### config.mk
export PLATFORM = sky130hd
export DESIGN_NAME = run_ctrl
export DESIGN_NICKNAME = d
export VERILOG_FILES = /design/src/rtl/run_ctrl_pkg.sv /design/src/rtl/cycle_timer.sv /design/src/rtl/run_ctrl.sv
export SDC_FILE = /design/constraint.sdc
export NUM_CORES = 1
export LEC_CHECK = 0
export CAP_MARGIN = 20
export CORE_UTILIZATION = 45
export CTS_BUF_LIST = sky130_fd_sc_hd__clkbuf_4 sky130_fd_sc_hd__clkbuf_8
export CTS_CLUSTER_DIAMETER = 120
export CTS_CLUSTER_SIZE = 40
export DETAILED_ROUTE_END_ITERATION = 6
export GPL_TIMING_DRIVEN = 0
export HOLD_SLACK_MARGIN = 0.06
export PLACE_DENSITY = 0.71
export RECOVER_POWER = 100
export SLEW_MARGIN = 30
export SYNTH_ARGS = -nofsm -noshare
export SYNTH_HDL_FRONTEND = slang
export SYNTH_HIERARCHICAL = 1
export SYNTH_SLANG_ARGS = --single-unit
### constraint.sdc
create_clock -name clk -period 2 [get_ports clk]
set_input_delay 0.3 -clock clk [delete_from_list [all_inputs] [get_ports clk]]
set_output_delay 0.3 -clock clk [all_outputs]
set_load 0.01 [all_outputs]
### src/rtl/run_ctrl_pkg.sv
// run_ctrl_pkg: shared types and constants for the run command sequencer.
//   run_state_t  - sequencer FSM states
//   run_status_t - completion status codes reported on the result channel
//   TGT_MIN/MAX  - legal stop-target range accepted by a run command
package run_ctrl_pkg;

  typedef enum logic [1:0] {
    S_IDLE   = 2'd0,
    S_LAUNCH = 2'd1,
    S_WATCH  = 2'd2,
    S_REPORT = 2'd3
  } run_state_t;

  // Code 3 is reserved and never produced.
  typedef enum logic [1:0] {
    ST_OK         = 2'd0,
    ST_BAD_TARGET = 2'd1,
    ST_TIMEOUT    = 2'd2
  } run_status_t;

  localparam logic [2:0] TGT_MIN = 3'd5;
  localparam logic [2:0] TGT_MAX = 3'd6;

  function automatic logic target_legal(input logic [2:0] tgt);
    return (tgt >= TGT_MIN) && (tgt <= TGT_MAX);
  endfunction

endpackage

### src/rtl/cycle_timer.sv
// cycle_timer: watch-window timer for run_ctrl.
//   clk     - clock, rising edge
//   rst     - asynchronous active-low reset
//   clear   - synchronous clear to zero (priority over en)
//   en      - count one per cycle while high
//   expired - high while the count equals TIMEOUT-1
module cycle_timer #(
  parameter int unsigned TIMEOUT = 32,
  parameter int unsigned TMR_W   = 8
) (
  input  logic clk,
  input  logic rst,
  input  logic clear,
  input  logic en,
  output logic expired
);

  localparam logic [TMR_W-1:0] LAST = TMR_W'(TIMEOUT - 1);

  logic [TMR_W-1:0] count;

  // Holds at LAST so expired stays asserted if en lingers.
  always_ff @(posedge clk or negedge rst) begin
    if (!rst) begin
      count <= '0;
    end else if (clear) begin
      count <= '0;
    end else if (en && !expired) begin
      count <= count + TMR_W'(1);
    end
  end

  assign expired = (count == LAST);

endmodule

### src/rtl/run_ctrl.sv
// run_ctrl: command sequencer for the counter stage.
//   clk, rst              - clock; asynchronous active-low reset
//   cmd_valid/cmd_ready   - run command handshake, cmd_target = stop value
//   start, stop           - one-cycle pulses to the counter stage
//   counter_in            - counter value returned by the counter stage
//   done_valid/done_ready - result handshake
//   done_status           - OK / BAD_TARGET / TIMEOUT
//   done_count            - counter_in captured at stop or abort
module run_ctrl
  import run_ctrl_pkg::*;
#(
  parameter int unsigned TIMEOUT = 32,
  parameter int unsigned TMR_W   = 8
) (
  input  logic       clk,
  input  logic       rst,
  input  logic       cmd_valid,
  output logic       cmd_ready,
  input  logic [2:0] cmd_target,
  output logic       start,
  output logic       stop,
  input  logic [2:0] counter_in,
  output logic       done_valid,
  input  logic       done_ready,
  output logic [1:0] done_status,
  output logic [2:0] done_count
);

  run_state_t  state, state_nx;
  run_status_t status_q;
  logic [2:0]  target;
  logic [2:0]  count_q;
  logic        accept;
  logic        legal;
  logic        match;
  logic        expired;

  assign accept = cmd_valid && (state == S_IDLE);
  assign legal  = target_legal(cmd_target);
  // Equality only: a wrapped counter simply matches again next lap.
  assign match  = (state == S_WATCH) && (counter_in == target);

  cycle_timer #(
    .TIMEOUT (TIMEOUT),
    .TMR_W   (TMR_W)
  ) u_timer (
    .clk     (clk),
    .rst     (rst),
    .clear   (accept && legal),
    .en      (state == S_WATCH),
    .expired (expired)
  );

  always_ff @(posedge clk or negedge rst) begin
    if (!rst) begin
      state <= S_IDLE;
    end else begin
      state <= state_nx;
    end
  end

  always_comb begin
    state_nx = state;
    unique case (state)
      S_IDLE: begin
        if (accept) state_nx = legal ? S_LAUNCH : S_REPORT;
      end
      S_LAUNCH: state_nx = S_WATCH;
      S_WATCH: begin
        if (match || expired) state_nx = S_REPORT;
      end
      S_REPORT: begin
        if (done_ready) state_nx = S_IDLE;
      end
      default: state_nx = S_IDLE;
    endcase
  end

  always_comb begin
    cmd_ready  = (state == S_IDLE);
    start      = (state == S_LAUNCH);
    stop       = match;
    done_valid = (state == S_REPORT);
  end

  // Result registers; match is checked before expiry so OK wins a tie.
  always_ff @(posedge clk or negedge rst) begin
    if (!rst) begin
      target   <= '0;
      status_q <= ST_OK;
      count_q  <= '0;
    end else if (accept) begin
      if (legal) begin
        target <= cmd_target;
      end else begin
        status_q <= ST_BAD_TARGET;
        count_q  <= '0;
      end
    end else if (match) begin
      status_q <= ST_OK;
      count_q  <= counter_in;
    end else if ((state == S_WATCH) && expired) begin
      status_q <= ST_TIMEOUT;
      count_q  <= counter_in;
    end
  end

  assign done_status = status_q;
  assign done_count  = count_q;

endmodule

### Word level (Yosys, flattened, before mapping)

Index checks and enable logic that the tools add are counted.

* add/subtract/negate cells: 1
* $lt $le $gt $ge: 2
* eq/ne operators: 9
* multiplexer cells: 15
* reduce and logical (&&, ||, !) cells: 14

Operators by type and width (number)
* 2-to-1 mux 2 bit: 8
* 2-to-1 mux 8 bit: 2
* 2-to-1 mux 3 bit: 4
* adder 8 x 1 -> 8 bit, second input constant: 1
* equality test 8 x 5 -> 1 bit, second input constant: 1
* one-hot mux 2 bit (4 select lines): 1
* logical AND 1 bit: 6
* equality test 2 bit, second input constant: 2
* != test 2 x 1 -> 1 bit, second input constant: 2
* != test 2 bit, second input constant: 2
* AND reduction 2 bit: 2
* equality test 3 bit: 1
* >= comparator 3 bit, second input constant: 1
* <= comparator 3 bit, second input constant: 1
* AND reduction 3 bit: 1
* nonzero test 3 bit: 1
* equality test 2 x 1 -> 1 bit, second input constant: 1
* logical NOT 2 bit: 1
* nonzero test 2 bit: 1
* logical NOT 1 bit: 1
* logical OR 1 bit: 1

* flip-flop bits (word level): 18
* input port bits: 10
* output and inout port bits: 9
* logic and storage cells: 46

### Depth between registers and ports, before layout

* word-level depth: 5
* mapped depth: 8
* depth with buffers taken out: 8

### Cells and area by module

The synthesis kept the hierarchy.

Modules (own cells, without submodules)
* run_ctrl: times used 1, cells each 59, area each 585.6 µm², sequential area each 250.2 µm²
* cycle_timer: times used 1, cells each 44, area each 437.9 µm², sequential area each 200.2 µm²

### Worst setup path before layout

Ideal clock, no wire load.

* path type: reg-to-reg
* from: register u_timer.count[0]
* to: register count_q[0], in the netlist done_count[0]
* library setup time: 0.137 ns
* data arrival time: 1.657 ns
* required time: 1.863 ns
* setup slack: 0.206 ns
* stages on the path, launching flop included: 9
* buffers on the path: 0
* clock period less this slack: 1.794 ns
* path through: dfrtp_1 ha_1 nand4bb_1 or3_1 inv_1 and2_1 a41oi_2 a221oi_1 a21oi_1

* longest elaborated chain between the ends: 4

RTL lines
* from (decl): line cycle_timer.sv:20 `logic [TMR_W-1:0] count;`
* from (signal assigned): line cycle_timer.sv:29 `count <= count + TMR_W'(1);`
* equality test 8 x 5 -> 1 bit: line cycle_timer.sv:33 `assign expired = (count == LAST);`
* named net expired: line run_ctrl.sv:36 `logic expired;`
* logical AND 1 bit: line run_ctrl.sv:102 `end else if ((state == S_WATCH) && expired) begin`
* nonzero test 3 bit (no line)
* AND reduction 2 bit (no line)
* to (signal assigned): line run_ctrl.sv:101 `count_q <= counter_in;`
* to (signal assigned): line run_ctrl.sv:104 `count_q <= counter_in;`
* to (decl): line run_ctrl.sv:32 `logic [2:0] count_q;`

The timed path passes the listed nets, and every way through them passes these cells.
A chain may end at the register's enable or synchronous reset.

### Worst setup path in the final report

* from: register state[1]
* to: output port cmd_ready

* longest elaborated chain between the ends: 1

RTL lines
* from (decl): line run_ctrl.sv:29 `run_state_t state, state_nx;`
* from (signal assigned): line run_ctrl.sv:58 `state <= state_nx;`
* logical NOT 2 bit: line run_ctrl.sv:80 `cmd_ready = (state == S_IDLE);`
* to (decl): line run_ctrl.sv:18 `output logic cmd_ready,`

No other way between the ends.

==> flow_summary.yaml <==
logic_synthesis:
  yosysUniqueCellTypes: 35
  synth_seq_cells: 18
  yosysWarnings: 6
  syn_area_mm2: 0.001023
  synthArstFlopShare: 1.000
  synth.avg_cell_area_um2: 9.937
  synth_edf_count: 0
  synth_ff_type: "dfrtp_1"
  synthCells: 103
  synth_nets: 119
  ys_seq_area_frac: 0.4401
cts:
  cts-root-buf: "clkbuf_4"
  clk_latency_ps: 290
  clockBufferDepth: 2
  clkSlewWorstSetupHoldPaths_ps: 100
  htreeDepth: 1
  cts_tree: "built"
  cts.sinks: 18
  cts-buffers-inserted: 3
routing:
  wl_per_cell_um: 14.19
  first_iter_violations: 14
  drc: 0
  routed_wl_um: 2171
  final_antenna_net_count: 0
  first_pass_iters: 3
  viasPerCell: 5.595
  num_vias: 856
sta:
  maxSlewViolCount: 0
  max_freq_mhz: 512.3
  final.min_clock_period_ps: 1952
  worstMarginPinSlew_ps: 853.5
  hold_viol_final: 0
  finalCritPeriodShare: 0.9760
  slew_headroom: 0.4291
  fin_skew_ps: 2.853
  rsz0062_at_grt: "yes"
  setup_viol: 0
worst_setup_path:
  cp.arrival_ps: 1650
  cpPeakStageDelay_ps: 540
  crit_path_top_delay_cell: "clkdlybuf4s50_1"
  critical_path_class: "flop to primary output"
  required_ps: 1700
  crit_path_start_kind: "flop"
  reg2reg_depth: 8
  rr_startpoint: "u_timer/count[1]"
  rr_endpoint: "done_count[2]"
  r2r_slack_ps: 120
  worstSetupStartpoint: "state[1]"
  end_kind: "primary output"
  path_cells: "inv_1 -> ha_2 -> clkdlybuf4s50_1"
  setup.worst_path.end: "cmd_ready"
  path_max_fanout: 4
layout:
  syn_to_final_growth_pct: 31.78
  register_area_um2: 450.4
  antenna_cells: 0
  layout_common_cells: "dfrtp_1, a21oi_1, clkdlybuf4s50_1"
  fin_nets: 144
  final_area_mm2: 0.001349
  multi_input_area_um2: 613.1
  final_common_cell: "dfrtp_1"
  drive_gt1_frac: 0.2063
  utilization: 0.6605
  nFillCells: 185
power:
  peakVddDrop_mv: 0.8787
  p_sw_frac: 0.4025
  p_comb_frac: 0.516
  powerDensity_mw_per_mm2: 1367
  p_sw_mw: 0.7423
  power.internal_mw: 1.102
  clockPowerShare: 0.096
  p_seq_frac: 0.389
  power.leakage_nw: 0.5925
status:
  status: "completed"
placement:
  port-buffer-count: 18
  gp_congestion: 0.7620
  dpl.hpwl_um: 1527
  place_area_mm2: 0.001237
grt:
  grt_pass1_vias: 868
  antenna_found_initial: 0
  gr-total-overflow: 0
  grt_max_degree: 19
  track_usage: 0.1966
  grt_pass1_wl_um: 3691
floorplanning:
  die_area_mm2: 0.002469
  core_mm2: 0.002042
  die_w_um: 49.69
  initial_core_util: 0.5012
  num_io_pins: 19
  die_h_um: 49.69
  num_rows: 16
flow_run:
  cap_viol_max_count: 0
min_path:
  hp-class: "flop to flop"
power by group through the flow:
stage               Combinational (mW)  Sequential (mW)  Clock (mW)
floorplan                        0.578            0.680           0
global placement                 0.830            0.691           0
detailed placement               0.851            0.699           0
CTS                              0.924            0.702       0.184
global route                      1.08            0.742       0.196
finish                           0.951            0.717       0.176
worst max-delay path, delay by kind of cell (launching register included):
family,cells,cell delay (ps)
buffers and inverters,2,690
DFF,1,440
adders and majority gates,1,240
sequential cells by signal, indices dropped and copies added, names as in the netlist:
signal and cells:
done_count 3, state 2, u_timer/count 8, done_status 2
target 3
worst min path at each step:
stage	start	to	depth (start not counted)
finish	target[2]	target[2]	1
global placement	target[2]	target[2]	1
floorplan	rst	done_count[0]	0
detailed placement	target[2]	target[2]	1
CTS	rst	u_timer/count[5]	1
global route	target[2]	target[2]	1
cell families (layout without fill, tap and decap cells):
kind of cell,after synthesis,count (layout),share of synthesized area
AOI/OAI and AO/OA,31,31,0.1968
xor gates and xnor gates,4,4,0.03424
adders and majority gates,6,6,0.07335
buffers and inverters,9,32,0.03300
DFF,18,18,0.4401
muxes,3,3,0.03423
and+or+nand+nor,32,32,0.1883
cell usage after synthesis (2+ instances only):
library cell / count / area (um2)
nand2_1: 7 / 26.28
nand2b_1: 2 / 12.51
mux2i_1: 2 / 20.02
inv_1: 7 / 26.28
a21oi_1: 12 / 60.06
a221oi_1: 3 / 26.28
xnor2_1: 3 / 26.28
or3_1: 3 / 18.77
nor2_1: 2 / 7.510
ha_1: 6 / 75.07
o21ai_0: 8 / 40.04
nand4_2: 2 / 25.02
dfrtp_1: 18 / 450.4
and2_1: 2 / 12.51
nor3_1: 3 / 15.01
nand3_1: 4 / 20.02
repair_timing:
action / in CTS / in global routing
resized for setup: 9 / 7
setup buffers: 1 / 1
pin swaps: 0 / 1
endpoints found under the setup margin: 4 / 8
cloned: 0 / 0
hold buffers: 0 / 0
area by class of cell:
class	count	area share
plain buffers	1	0.003711
clock buffers	3	0.01670
inverters	8	0.02226
multi-input cells	76	0.4545
flip-flops and latches	18	0.3340
well taps	27	0.02505
repair buffers	20	0.1438
metrics by stage:
stage	power, mW	hold WS [ps]	setup slack [ps]	cells	setup TNS, ps
floorplan	1.259	4.409	206.3	103	0
global placement	1.522	474.4	-242.5	148	-643.7
detailed placement	1.550	482.4	-265.5	148	-825.7
CTS	1.811	511.1	-15.00	152	-22.98
global route	2.014	556.9	-42.16	153	-96.94
finish	1.844	538.4	48.07	153	0
routing by layer:
| layer | global-route usage | wire length, um | share of wire |
|---|---|---|---|
| met3 | 0.03704 | 66 | 0.030 |
| met4 | 0.05714 | 13 | 0.0060 |
| met2 | 0.3423 | 1112 | 0.51 |
| met1 | 0.2451 | 979 | 0.45 |
| met5 | 0 | 0 | 0 |
Note: power is estimated with default switching activity, not from simulation.
